### config.mk
export PLATFORM = sky130hd
export DESIGN_NAME = cps_gpu_vram_fetch
export DESIGN_NICKNAME = d
export VERILOG_FILES = /design/src/rtl/cps_gpu_vram_fetch.sv
export SDC_FILE = /design/constraint.sdc
export NUM_CORES = 1
export LEC_CHECK = 0
export CAP_MARGIN = 20
export CELL_PAD_IN_SITES_DETAIL_PLACEMENT = 0
export CELL_PAD_IN_SITES_GLOBAL_PLACEMENT = 1
export CORE_MARGIN = 2
export CORE_UTILIZATION = 30
export DETAILED_ROUTE_END_ITERATION = 16
export DONT_BUFFER_PORTS = 1
export PLACE_DENSITY_LB_ADDON = 0.1
export SKIP_LAST_GASP = 1
export SLEW_MARGIN = 20
export SYNTH_ARGS = -nofsm -noshare
export SYNTH_HDL_FRONTEND = slang
export SYNTH_SLANG_ARGS = --single-unit
### constraint.sdc
create_clock -name bus_clk -period 10.3 [get_ports bus_clk]
set_clock_uncertainty 0.05 [all_clocks]
set_input_delay 1.03 -clock bus_clk [delete_from_list [all_inputs] [get_ports bus_clk]]
set_output_delay 1.03 -clock bus_clk [all_outputs]
set_load 0.01 [all_outputs]
### src/rtl/cps_gpu_vram_fetch.sv
// VRAM burst fetcher: issues GPU-slot reads to the SRAM controller under a FIFO credit limit
// and streams the returned words out in order, flagging the final word of each burst.
module cps_gpu_vram_fetch (
    input  logic        bus_clk,
    input  logic        bus_rst,
    input  logic [3:0]  ram_cyc,
    input  logic [3:0]  ram_acc,
    input  logic        req_valid,
    output logic        req_ready,
    input  logic [19:0] req_addr,
    input  logic [4:0]  req_len,
    output logic        gpu_rden,
    output logic [19:0] gpu_addr,
    input  logic [31:0] gpu_rdata,
    input  logic        gpu_valid,
    output logic        dat_valid,
    input  logic        dat_ready,
    output logic [31:0] dat_data,
    output logic        dat_last,
    output logic        busy
);

    typedef enum logic [1:0] {
        IDLE  = 2'd0,
        FETCH = 2'd1,
        DRAIN = 2'd2
    } state_t;

    state_t      state;
    state_t      state_nxt;

    logic [17:0] word_addr;
    logic [5:0]  remaining;
    logic [5:0]  burst_len;
    logic [5:0]  rcv_count;
    logic [3:0]  outstanding;
    logic [3:0]  fifo_count;
    logic [2:0]  wr_ptr;
    logic [2:0]  rd_ptr;
    logic [32:0] fifo_mem [8];

    logic        gpu_slot;
    logic [4:0]  credit_used;
    logic        issue;
    logic        push;
    logic        push_last;
    logic        pop;
    logic        accept;
    logic        last_pop;
    logic        unused_bits;

    assign gpu_slot    = ram_acc[1] | ram_acc[3];
    assign credit_used = {1'b0, fifo_count} + {1'b0, outstanding};
    // A read counts only where the SRAM controller samples it: phase 0 of a GPU-owned slot.
    assign issue       = ram_cyc[0] & gpu_slot & gpu_rden;
    assign push        = gpu_valid & (outstanding != 4'd0);
    assign push_last   = (rcv_count + 6'd1) == burst_len;
    assign pop         = dat_valid & dat_ready;
    assign accept      = req_valid & req_ready;
    assign last_pop    = pop & dat_last;
    assign unused_bits = ^{ram_cyc[3:1], ram_acc[2], ram_acc[0], req_addr[1:0]};

    // NOTE: sequential state uses non-blocking (<=) so every register samples pre-edge values.
    always_ff @(posedge bus_clk or posedge bus_rst) begin
        if (bus_rst) begin
            state <= IDLE;
        end else begin
            state <= state_nxt;
        end
    end

    always_comb begin
        state_nxt = state;
        case (state)
            IDLE:    if (req_valid) state_nxt = FETCH;
            FETCH:   if (issue && remaining == 6'd1) state_nxt = DRAIN;
            DRAIN:   if (last_pop) state_nxt = IDLE;
            default: state_nxt = IDLE;
        endcase
    end

    // NOTE: every output gets a default before the case so no latch is inferred.
    always_comb begin
        req_ready = 1'b0;
        busy      = 1'b1;
        gpu_rden  = 1'b0;
        case (state)
            IDLE: begin
                req_ready = 1'b1;
                busy      = 1'b0;
            end
            FETCH:   gpu_rden = (remaining != 6'd0) && (credit_used < 5'd8);
            default: ;
        endcase
    end

    always_ff @(posedge bus_clk or posedge bus_rst) begin
        if (bus_rst) begin
            word_addr   <= '0;
            remaining   <= '0;
            burst_len   <= '0;
            rcv_count   <= '0;
            outstanding <= '0;
        end else begin
            if (accept) begin
                word_addr <= req_addr[19:2];
                burst_len <= {1'b0, req_len} + 6'd1;
                remaining <= {1'b0, req_len} + 6'd1;
                rcv_count <= '0;
            end else begin
                if (issue) begin
                    word_addr <= word_addr + 18'd1;
                    remaining <= remaining - 6'd1;
                end
                if (push) rcv_count <= rcv_count + 6'd1;
            end
            case ({issue, push})
                2'b10:   outstanding <= outstanding + 4'd1;
                2'b01:   outstanding <= outstanding - 4'd1;
                default: ;
            endcase
        end
    end

    always_ff @(posedge bus_clk or posedge bus_rst) begin
        if (bus_rst) begin
            wr_ptr     <= '0;
            rd_ptr     <= '0;
            fifo_count <= '0;
        end else begin
            if (push) wr_ptr <= wr_ptr + 3'd1;
            if (pop)  rd_ptr <= rd_ptr + 3'd1;
            case ({push, pop})
                2'b10:   fifo_count <= fifo_count + 4'd1;
                2'b01:   fifo_count <= fifo_count - 4'd1;
                default: ;
            endcase
        end
    end

    // NOTE: storage is not reset; the pointers and count define which entries are valid.
    always_ff @(posedge bus_clk) begin
        if (push) fifo_mem[wr_ptr] <= {push_last, gpu_rdata};
    end

    assign gpu_addr  = {word_addr, 2'b00};
    assign dat_valid = (fifo_count != 4'd0);
    assign dat_data  = dat_valid ? fifo_mem[rd_ptr][31:0] : 32'd0;
    assign dat_last  = dat_valid & fifo_mem[rd_ptr][32];

endmodule

* After elaboration in Yosys (flattened, before gate mapping) *
Memory sizes are Yosys's and may differ from the RTL's.
Index checks and enable logic that the tools add are counted.

word-level totals
  word-level logic and storage cells = 70
  memory bits (writable) = 264
  register bits = 52
  memories = 1

cells by class
  add/sub/neg operators = 11
  reduce and logical (&&, ||, !) cells = 11
  mux-type cells = 18
  equality and inequality tests = 11
  order comparisons = 1
  bitwise operators = 8

memories
  name      depth  bits a word  read ports  clocked after memory_dff  write ports  RTL line  text
  fifo_mem  8      33           1           0                         1            40        logic [32:0] fifo_mem [8];

operators by type and width
  kind                                                                           count
  18-bit two-way mux                                                             2
  32-bit two-way mux                                                             1
  6-bit two-way mux                                                              4
  18-bit by 1-bit adder with 18-bit output (second input constant)               1
  4-bit one-hot mux with 2 select lines                                          2
  4-bit by 1-bit adder with 4-bit output (second input constant)                 2
  2-bit nonzero test                                                             4
  4-bit nonzero test                                                             2
  4-bit by 1-bit subtractor with 4-bit output (second input constant)            2
  1-bit AND                                                                      7
  3-bit by 1-bit adder with 3-bit output (second input constant)                 2
  5-bit by 1-bit adder with 6-bit output (second input constant)                 1
  6-bit by 1-bit adder with 6-bit output (second input constant)                 1
  2-bit by 1-bit == test with 1-bit output (second input constant)               3
  2-bit == test (second input constant)                                          3
  6-bit by 1-bit == test with 1-bit output (second input constant)               1
  6-bit == test                                                                  1
  2-bit two-way mux                                                              3
  2-bit != test (second input constant)                                          3
  2-bit one-hot mux with 3 select lines                                          1
  6-bit nonzero test                                                             1
  6-bit by 1-bit subtractor with 6-bit output (second input constant)            1
  4-bit by 4-bit adder with 5-bit output                                         1
  5-bit by 4-bit less-than comparator with 1-bit output (second input constant)  1
  5 further kinds                                                                10

* Logic depth before layout (Yosys ltp) *
Gate-level depths: netlist of the first run.

  depth after elaboration = 8
  gate-level depth with buffers = 15

* Least setup slack after synthesis of the first run *
No wires, ideal clock.

  path kind = input to register
  from = input gpu_valid
  to = memory fifo_mem[0][0], enable pin
  data required time = 9744 ps
  arrival time = 4515 ps
  setup time = 506 ps
  stages = 3
  path buffers = 1
  setup slack = 5229 ps
  path through = o41ai_1 -> clkbuf_1 -> nor4_1

on the way
  cells in the longest elaborated chain, start to end = 3

ends and longest elaborated chain
  element                                  RTL line  text
  start: declaration                       15        input logic gpu_valid,
  1-bit AND                                56        assign push = gpu_valid & (outstanding != 4'd0);
  1-bit two-way mux                        143       if (push) fifo_mem[wr_ptr] <= {push_last, gpu_rdata};
  1-bit two-way mux (not written as such)  143
  end: declaration                         40

No other way between the ends.

* Worst setup path in the final report of the first run *
  from = register rd_ptr[0]
  to = output dat_data[21]

on the way
  cells in the longest elaborated chain, start to end = 2

ends and longest elaborated chain
  element                   RTL line  text
  start: declaration        39        logic [2:0] rd_ptr;
  start signal: assignment  132       if (pop) rd_ptr <= rd_ptr + 3'd1;
  memory read 8 x 33 bit    --
  32-bit two-way mux        148       assign dat_data = dat_valid ? fifo_mem[rd_ptr][31:0] : 32'd0;
  end: declaration          18        output logic [31:0] dat_data,

No other way between the ends.

==> results of run 1 <==
-- critical path: stages (launching register included) --
cell and delay, ps:
dfrtp_4 800, buf_4 810, mux4_2 590, mux2i_1 320, nor2_1 140
-- registers in the layout, indices dropped and copies added, names as in the netlist --
signal / count
fifo_mem: 264
word_addr: 18
burst_len: 6
rcv_count: 6
remaining: 6
fifo_count: 4
outstanding: 4
rd_ptr: 3
wr_ptr: 3
state: 2
-- metal layers --
layer  vias up  GRT usage  wire (um)
met5         -          0          0
met4         0    0.05088        737
met3        43    0.03589       1683
met2       148     0.2306      14920
met1      3525     0.1727      13100
li1       3009          -          -
-- stage by stage --
stage	total power, uW	worst slack [ps]
after floorplan	2831	5229
after global placement	3203	6424
after detailed placement	3233	6428
after CTS	4509	5847
after global routing	4689	5725
final	4422	5987
-- where the power goes --
group | switching, uW | internal, uW | total (uW)
logic | 717 | 559 | 1280
clock network | 503 | 746 | 1250
registers | 247 | 1650 | 1900
total | 1470 | 2960 | 4420
-- placed cells by master, fill, tap and decap left out, types with 3 or more instances in the layout --
| cell type | instances |
|---|---|
| a21oi_1 | 15 |
| o21ai_0 | 19 |
| nand2_1 | 33 |
| or4_1 | 4 |
| xor2_1 | 13 |
| nor2_4 | 3 |
| clkinv_1 | 9 |
| a31oi_1 | 10 |
| nor2_1 | 65 |
| nor3_2 | 4 |
| nand4_1 | 10 |
| edfxtp_1 | 264 |
| or2_2 | 3 |
| clkbuf_1 | 6 |
| clkinv_2 | 6 |
| mux2i_1 | 35 |
| xnor2_1 | 22 |
| inv_1 | 13 |
| mux4_2 | 66 |
| bufinv_16 | 3 |
| clkbuf_16 | 37 |
| buf_4 | 19 |
| nor4_2 | 4 |
| nand3_1 | 20 |
| nor3_1 | 3 |
| ha_1 | 16 |
| dfrtp_1 | 49 |
| nand2b_1 | 3 |
| or3_1 | 11 |
| and3_1 | 5 |
-- area by class of cell --
cell class / count / area share
multi-input combinational: 393 / 0.2453
inverter: 16 / 0.004161
clock buffer: 45 / 0.06492
sequential: 316 / 0.6145
timing repair buffer: 20 / 0.01132
clock inverter: 19 / 0.01115
tap: 585 / 0.04869
-- cells by family after synthesis --
group	share of synthesized area
fa+ha+maj	0.01838
mux	0.1414
simple gates	0.06653
compound gates	0.02652
other cells	0.0002869
xor+xnor	0.02345
flops	0.7061
buf+inv	0.01733
-- worst max-delay path by stage --
stage          slack (ps)        endpoint  depth (start not counted)      start
3_3_place_gp         6420    dat_data[14]                          4  rd_ptr[0]
6_report             5990    dat_data[21]                          4  rd_ptr[0]
5_1_grt              5730    dat_data[14]                          4  rd_ptr[0]
3_5_place_dp         6430    dat_data[21]                          4  rd_ptr[0]
2_1_floorplan        5230  fifo_mem[0][0]                          3  gpu_valid
4_1_cts              5850    dat_data[21]                          4  rd_ptr[0]
==> results.ini, run 1 <==
[run_status]
status = finished, final reports clean

[floorplan]
die_area_mm2 = 0.04525
num_rows = 76
fp.dieH_um = 212.7
ios = 127
die_width_um = 212.7
initial_utilization = 0.3034
core_area_mm2 = 0.04308

[routing]
drc = 0
dr.pass1.iters = 5
drt-wirelength-per-cell_um = 21.84
routed-via-count = 6725
drtAntennaViolNets = 0
drtIter0Drc = 384
wirelength_um = 30450
viasPerCell = 4.824

[timing]
period_minus_slack_ps = 4313
worst_pin_slew_ps = 906.9
rsz0062_at_grt = no
hold_viol = 0
max-slew-margin-rel = 0.3954
hold_ws_ps = 440.6
max_freq_mhz = 231.8
period_share = 0.4188
finalSetupViolations = 0
drv_slew = 0
fin_setup_tns_ps = 0

[run]
maxCapViolCount = 0

[cts]
htreeDepth = 2
clk_pin_slew_ps = 60
clock_sinks = 316
postCtsSetupRepairBufs = 0
post_cts_resized = 0
clk-insertion-delay-late_ps = 530
cts_tree = built
cts_root_buf = clkbuf_16
cts_buffer_depth = 3
postCtsHoldBufs = 0
numCtsBuffers = 37

[logic_synthesis]
synth.area.top_cells = edfxtp_1 61%, mux4_2 11%, dfrtp_1 10%
ys_types = 52
synth_area_mm2 = 0.01307
synth_edf_count = 264
async_reset_ff_frac = 0.1646
ys_ff_latch = 316
synth_most_common_cell = edfxtp_1
ys_seq_area_frac = 0.7061
yosysTopAreaCellShare = 0.6065
synth_common_cells = 264 x edfxtp_1, 68 x nor2_1, 66 x mux4_2
synth_cells = 759
syn_area_per_cell_um2 = 17.22
synth_ff_type = edfxtp_1
ys_warn_count = 0
synth_top_area_cell = edfxtp_1

[cells_and_area]
seq_area_mm2 = 0.009238
final_cells = 1394
final_core_util = 0.3490
final_area_mm2 = 0.01503
fillers = 4070
diodes = 0
nets = 872
syn_to_final_growth_pct = 15.02
multi_input_area_mm2 = 0.003687
post_route_cells_drive_above_1_share = 0.2002

[place]
port_buffers = 0
placed_area_mm2 = 0.01386
place.gp.congestion = 0.7175
hpwl_um = 17320
dpl.cell_count = 1329

[pwr]
leakagePower_uw = 0.005068
vdd_drop_max_mv = 0.1325
p_per_area_mw_per_mm2 = 294.1

[grt]
track_usage = 0.1380
grt_max_degree = 69
grt_overflow = 0
grt_pass1_wl_um = 45600
antenna_found_initial = 0
grt_pass1_vias = 7439

[setup_path]
end_kind = output port
cp_max_fo = 42
reg2reg_from = outstanding[2]
rrSetupSlack_ps = 6810
critPathRequiredTime_ps = 9220
start_kind = flip-flop
r2r_cells = 13
worstPathArrival_ps = 3230
reg2reg_to = outstanding[3]
worstSetupPathType = flip-flop to output port

[min_path]
hold_end = state[0]
min_path_type = flip-flop to flip-flop
whs_path_depth = 1
worstHoldStart = state[1]

(Power assumes the default switching activity.)
==> run 2: changes to the inputs <==
- clock period: 10.3 -> 4.15 ns (I/O delays scaled with it)
==> run 2 against run 1 <==
  * Worst hold slack got worse by 350 ps
  * Power rose to 2.5 times the previous value
  * Combinational power rose to 2.5 times the previous value
  * First-iteration DRC count rose by 2.1%
  * Global-route usage barely moved
  * Core utilization rose by 1.4 points
  * Count of clock-buffer cells in the layout rose by 7
  * Setup slack got worse by 5200 ps
  * Sequential power rose to 2.5 times the previous value
  * Register-to-register slack got worse by 6000 ps
  * Largest cell class unchanged
  * Largest power group unchanged
  * Highest routed layer is now met5
==> results.ini, run 2 (synthesized netlist as in run 1, its figures left out) <==
[pwr]
vdd_drop_max_mv = 0.2863  ; +120%
intPower_uw = 7457  ; +150%
leakagePower_uw = 0.005330  ; +5.2%
pwr-share-clk = 0.285  ; +0.003
finalPower_uw = 11140  ; +150%
p_seq_frac = 0.428  ; about the same
p_sw_frac = 0.3305  ; -0.001090
switchingPower_uw = 3681  ; +150%
power_frac_comb = 0.287  ; about the same
p_per_area_mw_per_mm2 = 711.5  ; +140%

[min_path]
hold_end = word_addr[14]
whs_path_depth = 3  ; +2
worstHoldStart = req_valid
min_path_type = input port to flip-flop

[cells_and_area]
syn_to_final_growth_pct = 19.77
top_register = fifo_mem
seq_area_mm2 = 0.009238  ; unchanged
largest_reg_flops = 264  ; unchanged
final_cell_mix = 264 x edfxtp_1, 66 x mux4_2, 65 x nor2_1, 52 x dlygate4sd3_1, 49 x dfrtp_1
multi_input_area_mm2 = 0.003699  ; +0.31%
layout_commonest_cell = edfxtp_1
fillers = 4040  ; -0.74%
final_cells = 1455  ; +4.4%
nets = 927  ; +6.3%
largestRegisters = fifo_mem x264, word_addr x18
post_route_cells_drive_above_1_share = 0.1922  ; -0.008072

[routing]
drtAntennaViolNets = 0  ; unchanged
routed-via-count = 6954  ; +3.4%
viasPerCell = 4.779  ; -0.93%
drc = 0  ; unchanged
wirelength_um = 30510  ; +0.21%
dr.pass1.iters = 4  ; -1
drt-wirelength-per-cell_um = 20.97  ; -4.0%
drtIter0Drc = 392  ; +2.1%

[cts]
postCtsSetupRepairBufs = 0  ; unchanged
cts_buffer_depth = 3  ; unchanged
post_cts_resized = 0  ; unchanged
clk_pin_slew_ps = 50  ; about the same
numCtsBuffers = 38  ; +2.7%
clk-insertion-delay-late_ps = 540  ; about the same
clock_sinks = 316  ; unchanged
cts_root_buf = clkbuf_16
postCtsHoldBufs = 52  ; +52
htreeDepth = 2  ; unchanged
cts_tree = built

[setup_path]
start_kind = flip-flop
worstSetupPathType = flip-flop to flip-flop
cp_max_fo = 11  ; -74%
worstPathArrival_ps = 3680  ; +450 ps
max_stage_delay_ps = 480  ; -330 ps
reg2reg_to = outstanding[3]
path_cells = ha_1, and4_1, nor4_2, and3_1, inv_4, ha_1, ha_1, a21o_1, a21oi_1, xnor2_1, nor2_1, xor2_1
slowest_stage = and3_1
end_kind = flip-flop
cp_num_buf_inv = 1  ; unchanged
r2r_cells = 12  ; -1
cp_common_cell = ha_1
critPathTopFamily = simple AND/OR/NAND/NOR gates
reg2reg_from = outstanding[2]
critPathRequiredTime_ps = 4520  ; -4700 ps
rrSetupSlack_ps = 840  ; -5970 ps

[grt]
grt_pass1_wl_um = 45620  ; about the same
grt_pass1_vias = 7392  ; -0.63%
track_usage = 0.1380  ; about the same
grt_overflow = 0  ; unchanged
antenna_found_initial = 2  ; +2
grt_max_degree = 50  ; -28%

[timing]
hold_viol = 0  ; unchanged
finalSetupViolations = 0  ; unchanged
worst_pin_slew_ps = 1018  ; +110.8 ps
period_minus_slack_ps = 3314
rsz0062_at_grt = no
fin_setup_tns_ps = 0  ; unchanged
max_freq_mhz = 301.7
drv_slew = 0  ; unchanged
period_share = 0.7987
max-slew-margin-rel = 0.3200  ; -0.07545

[place]
place.gp.congestion = 0.7379  ; +2.8%
dpl.cell_count = 1331  ; +0.15%
hpwl_um = 18000  ; +3.9%
port_buffers = 0  ; unchanged

[floorplan]
core_area_mm2 = 0.04308  ; unchanged
die_area_mm2 = 0.04525  ; unchanged
initial_utilization = 0.3034  ; unchanged
ios = 127  ; unchanged
num_rows = 76  ; unchanged
fp.dieH_um = 212.7  ; unchanged
die_width_um = 212.7  ; unchanged

[run]
maxCapViolCount = 0  ; unchanged

[run_status]
status = finished, final reports clean

-- run 2: cell types whose count changed in the layout (fill, tap and decap cells not counted), sizes merged --
| cell | before | now |
|---|---|---|
| diode | 0 | 1 |
| buf | 20 | 22 |
| clkinv | 15 | 16 |
| dlygate4sd3 | 0 | 52 |
| clkbuf | 45 | 52 |
| inv | 17 | 16 |
| bufinv | 3 | 2 |
-- run 2: area by class of cell --
class	count	area share
multi-input combinational	393	0.2363
sequential	316	0.5901
tap	585	0.04676
clock buffer	52	0.06818
antenna	1	0.0001599
timing repair buffer	74	0.04588
inverter	16	0.003996
clock inverter	18	0.008632
-- run 2: through the flow --
step | area [um^2] | util | hold WS [ps] | setup slack (ps)
global route | 15650 | 0.3634 | 94.89 | 616.4
finish | 15650 | 0.3634 | 94.26 | 835.5
global placement | 13890 | 0.3225 | 321.4 | 825.5
floorplan | 13080 | - | 399.9 | 551.7
detailed placement | 13890 | 0.3225 | 326.8 | 823.5
CTS | 15620 | 0.3625 | 54.01 | 803.3
-- run 2: worst max-delay path by stage --
stage	from	end	slack, ps	cells after the start
3_3_place_gp	outstanding[2]	outstanding[3]	830	12
6_report	outstanding[2]	outstanding[3]	840	12
2_1_floorplan	outstanding[0]	fifo_mem[4][0]	550	3
5_1_grt	outstanding[2]	outstanding[3]	620	12
4_1_cts	outstanding[2]	outstanding[3]	800	12
3_5_place_dp	outstanding[2]	outstanding[3]	820	12
-- run 2: worst reg2reg max path, delay by kind of cell (launching register included) --
family          cells  cell delay, ps
simple gates        4            1040
xor+xnor            2             270
flops               1             430
fa+ha+maj           3             930
compound gates      2             350
buf+inv             1             140
-- run 2: power by group through the flow --
stage / clock, uW / sequential, uW / combinational, uW
finish: 3180 / 4770 / 3200
global route: 3410 / 4860 / 3540
CTS: 3290 / 4790 / 3290
detailed placement: 0 / 4850 / 3200
global placement: 0 / 4810 / 3160
floorplan: 0 / 4460 / 2570
-- run 2: metal layers --
metal / wire, um / share of wire / global-route usage / vias up
met5: 13 / 0.00043 / 0 / -
met2: 14890 / 0.49 / 0.2301 / 160
li1: - / - / - / 3127
met4: 641 / 0.021 / 0.04775 / 2
met1: 13360 / 0.44 / 0.1777 / 3619
met3: 1607 / 0.053 / 0.03089 / 46
==> run 3: changes to the inputs <==
- clock period: 4.15 -> 3 ns (I/O delays scaled with it)
==> run 3 against run 2 <==
  * Wire length grew 0.23%
  * Die area unchanged
  * Setup slack got worse by 660 ps
  * Via count rose by 1.5%
  * Final area increased by 1.1%
  * Critical path type is now flip-flop to output port
  * Clock power grew 28%
  * Cell count up 1.4%
  * Core utilization rose by 0.39 points
==> results.ini, run 3 (synthesized netlist as in run 1, its figures left out) <==
[floorplan]
ios = 127  ; unchanged
fp.dieH_um = 212.7  ; unchanged
core_area_mm2 = 0.04308  ; unchanged
die_width_um = 212.7  ; unchanged
num_rows = 76  ; unchanged
die_area_mm2 = 0.04525  ; unchanged
initial_utilization = 0.3034  ; unchanged

[timing]
hold_ws_ps = 38.40  ; -55.86 ps
rsz0062_at_grt = no
hold_viol = 0  ; unchanged
finalSetupViolations = 0  ; unchanged
max-slew-margin-rel = 0.3624  ; +0.04242
period_share = 0.9419
worst_pin_slew_ps = 954.2  ; -63.47 ps
fin_setup_tns_ps = 0  ; unchanged
period_minus_slack_ps = 2826
max_freq_mhz = 353.9
drv_slew = 0  ; unchanged

[cells_and_area]
post_route_cells_drive_above_1_share = 0.2047  ; +0.01255
largestRegisters = fifo_mem x264, word_addr x18
nets = 952  ; +2.7%
syn_to_final_growth_pct = 21.05
final_cells = 1476  ; +1.4%
largest_reg_flops = 264  ; unchanged
final_area_mm2 = 0.01582  ; +1.1%
top_register = fifo_mem
final_cell_mix = 264 x edfxtp_1, 66 x mux4_2, 65 x nor2_1, 58 x dlygate4sd3_1, 49 x dfrtp_1
final_core_util = 0.3673  ; +0.003892
layout_commonest_cell = edfxtp_1

[routing]
wl_met2_um = 15370  ; +3.3%
drt-wirelength-per-cell_um = 20.72  ; -1.2%
viasPerCell = 4.780  ; about the same
wirelength_um = 30580  ; +0.23%
routed-via-count = 7056  ; +1.5%
wl_met3_um = 1939  ; +21%
drtIter0Drc = 266  ; -32%
drc = 0  ; unchanged
highest_layer = met5
wl_met1_um = 12740  ; -4.6%
drtAntennaViolNets = 0  ; unchanged
dr.pass1.iters = 5  ; +1

[place]
dpl.cell_count = 1351  ; +1.5%
place.gp.congestion = 0.7314  ; -0.88%
placed_area_mm2 = 0.01410  ; +1.5%
hpwl_um = 18550  ; +3.1%
port_buffers = 0  ; unchanged

[cts]
clk_pin_slew_ps = 60  ; about the same
cts_buffer_depth = 3  ; unchanged
postCtsSetupRepairBufs = 0  ; unchanged
htreeDepth = 2  ; unchanged
clock_sinks = 316  ; unchanged
numCtsBuffers = 37  ; -2.6%
cts_root_buf = clkbuf_16
cts_tree = built
clk-insertion-delay-late_ps = 530  ; about the same

[grt]
track_usage = 0.1399  ; +0.001929
grt_overflow = 0  ; unchanged
antenna_found_initial = 3  ; +1
grt_pass1_vias = 7729  ; +4.6%
grt_pass1_wl_um = 46640  ; +2.2%
grt_max_degree = 44  ; -12%

[setup_path]
max_stage_delay_ps = 600  ; +120 ps
cp_num_buf_inv = 1  ; unchanged
cp_max_fo = 34  ; +23
worstPathArrival_ps = 2480  ; -1200 ps
critPathTopFamily = multiplexers
worstSetupPathType = flip-flop to output port
slowest_stage = dfrtp_4
start_kind = flip-flop
end_kind = output port
path_cells = buf_12, mux4_2, mux2i_1, nor2_1
critPathRequiredTime_ps = 2650  ; -1870 ps

[pwr]
vdd_drop_max_mv = 0.4338  ; +52%
p_per_area_mw_per_mm2 = 966.2  ; +36%
leakagePower_uw = 0.005406  ; +1.4%

[run_status]
status = finished, final reports clean

[min_path]
min_path_type = input port to flip-flop

[run]
maxCapViolCount = 0  ; unchanged

[run 3: cell types whose count changed in the layout (fill, tap and decap cells not counted), moves of 2 or more]
cell / change
buf_12: +5
buf_4: +16
bufinv_16: -2
clkbuf_1: -5
clkbuf_16: -3
clkbuf_8: +3
clkinv_1: +3
clkinv_2: -4
clkinvlp_4: +2
dlygate4sd3_1: +6
nor4_2: -2
[run 3: cell type report]
class                           instances  area, um^2
Multi-Input combinational cell        393        3710
Inverter                               16       62.56
Sequential cell                       316        9238
Clock buffer                           47        1015
Tap cell                              585       732.0
Timing Repair Buffer                  100       970.9
Clock inverter                         17       88.84
Fill cell                            3999       27250
Antenna cell                            2       5.005
[run 3: path summary, 6_finish.rpt]
path | startpoint | slack [ps] | end | cells past startpoint
max in group asynchronous | bus_rst | 2030 | remaining[5] | 4
setup reg to reg | outstanding[2] | 180 | outstanding[3] | 12
hold reg to reg | state[1] | 440 | state[0] | 1
setup / recovery | rd_ptr[0] | 170 | dat_data[11] | 4
min in group asynchronous | bus_rst | 150 | rcv_count[4] | 2
hold / removal | req_len[2] | 40 | remaining[2] | 3
[run 3: metal layers]
| layer | vias up | global-route usage |
|---|---|---|
| met4 | 2 | 0.03448 |
| met5 | - | 0 |
| met3 | 46 | 0.04221 |
| met1 | 3655 | 0.1692 |
| li1 | 3185 | - |
| met2 | 168 | 0.2441 |
[run 3: power breakdown]
group / switching (uW) / internal, uW / total, uW
Combinational: 2600 / 2150 / 4750
Sequential: 810 / 5660 / 6470
Clock: 1680 / 2380 / 4060
[run 3: worst register-to-register path: stages, from the launching register on]
cell and delay [ps]:
dfrtp_1 430, ha_1 330, and4_1 220, nor4_4 180, and3_4 250, inv_4 70
ha_1 220, ha_1 280, a21o_1 170, a21oi_1 170, xnor2_1 140, nor2_1 70
xor2_1 140
[run 3: per-stage QoR]
step | power (uW) | setup slack (ps)
final | 15290 | 174.3
after global routing | 16260 | 1.210
after CTS | 15630 | 72.28
after detailed placement | 11350 | 89.61
after global placement | 11250 | 112.1
after floorplan | 9723 | -598.3
[run 3: what timing repair did]
item	CTS	global route
hold endpoints to repair	323	0
gates resized for setup	0	2
setup endpoints to repair	0	1
hold buffers	58	0
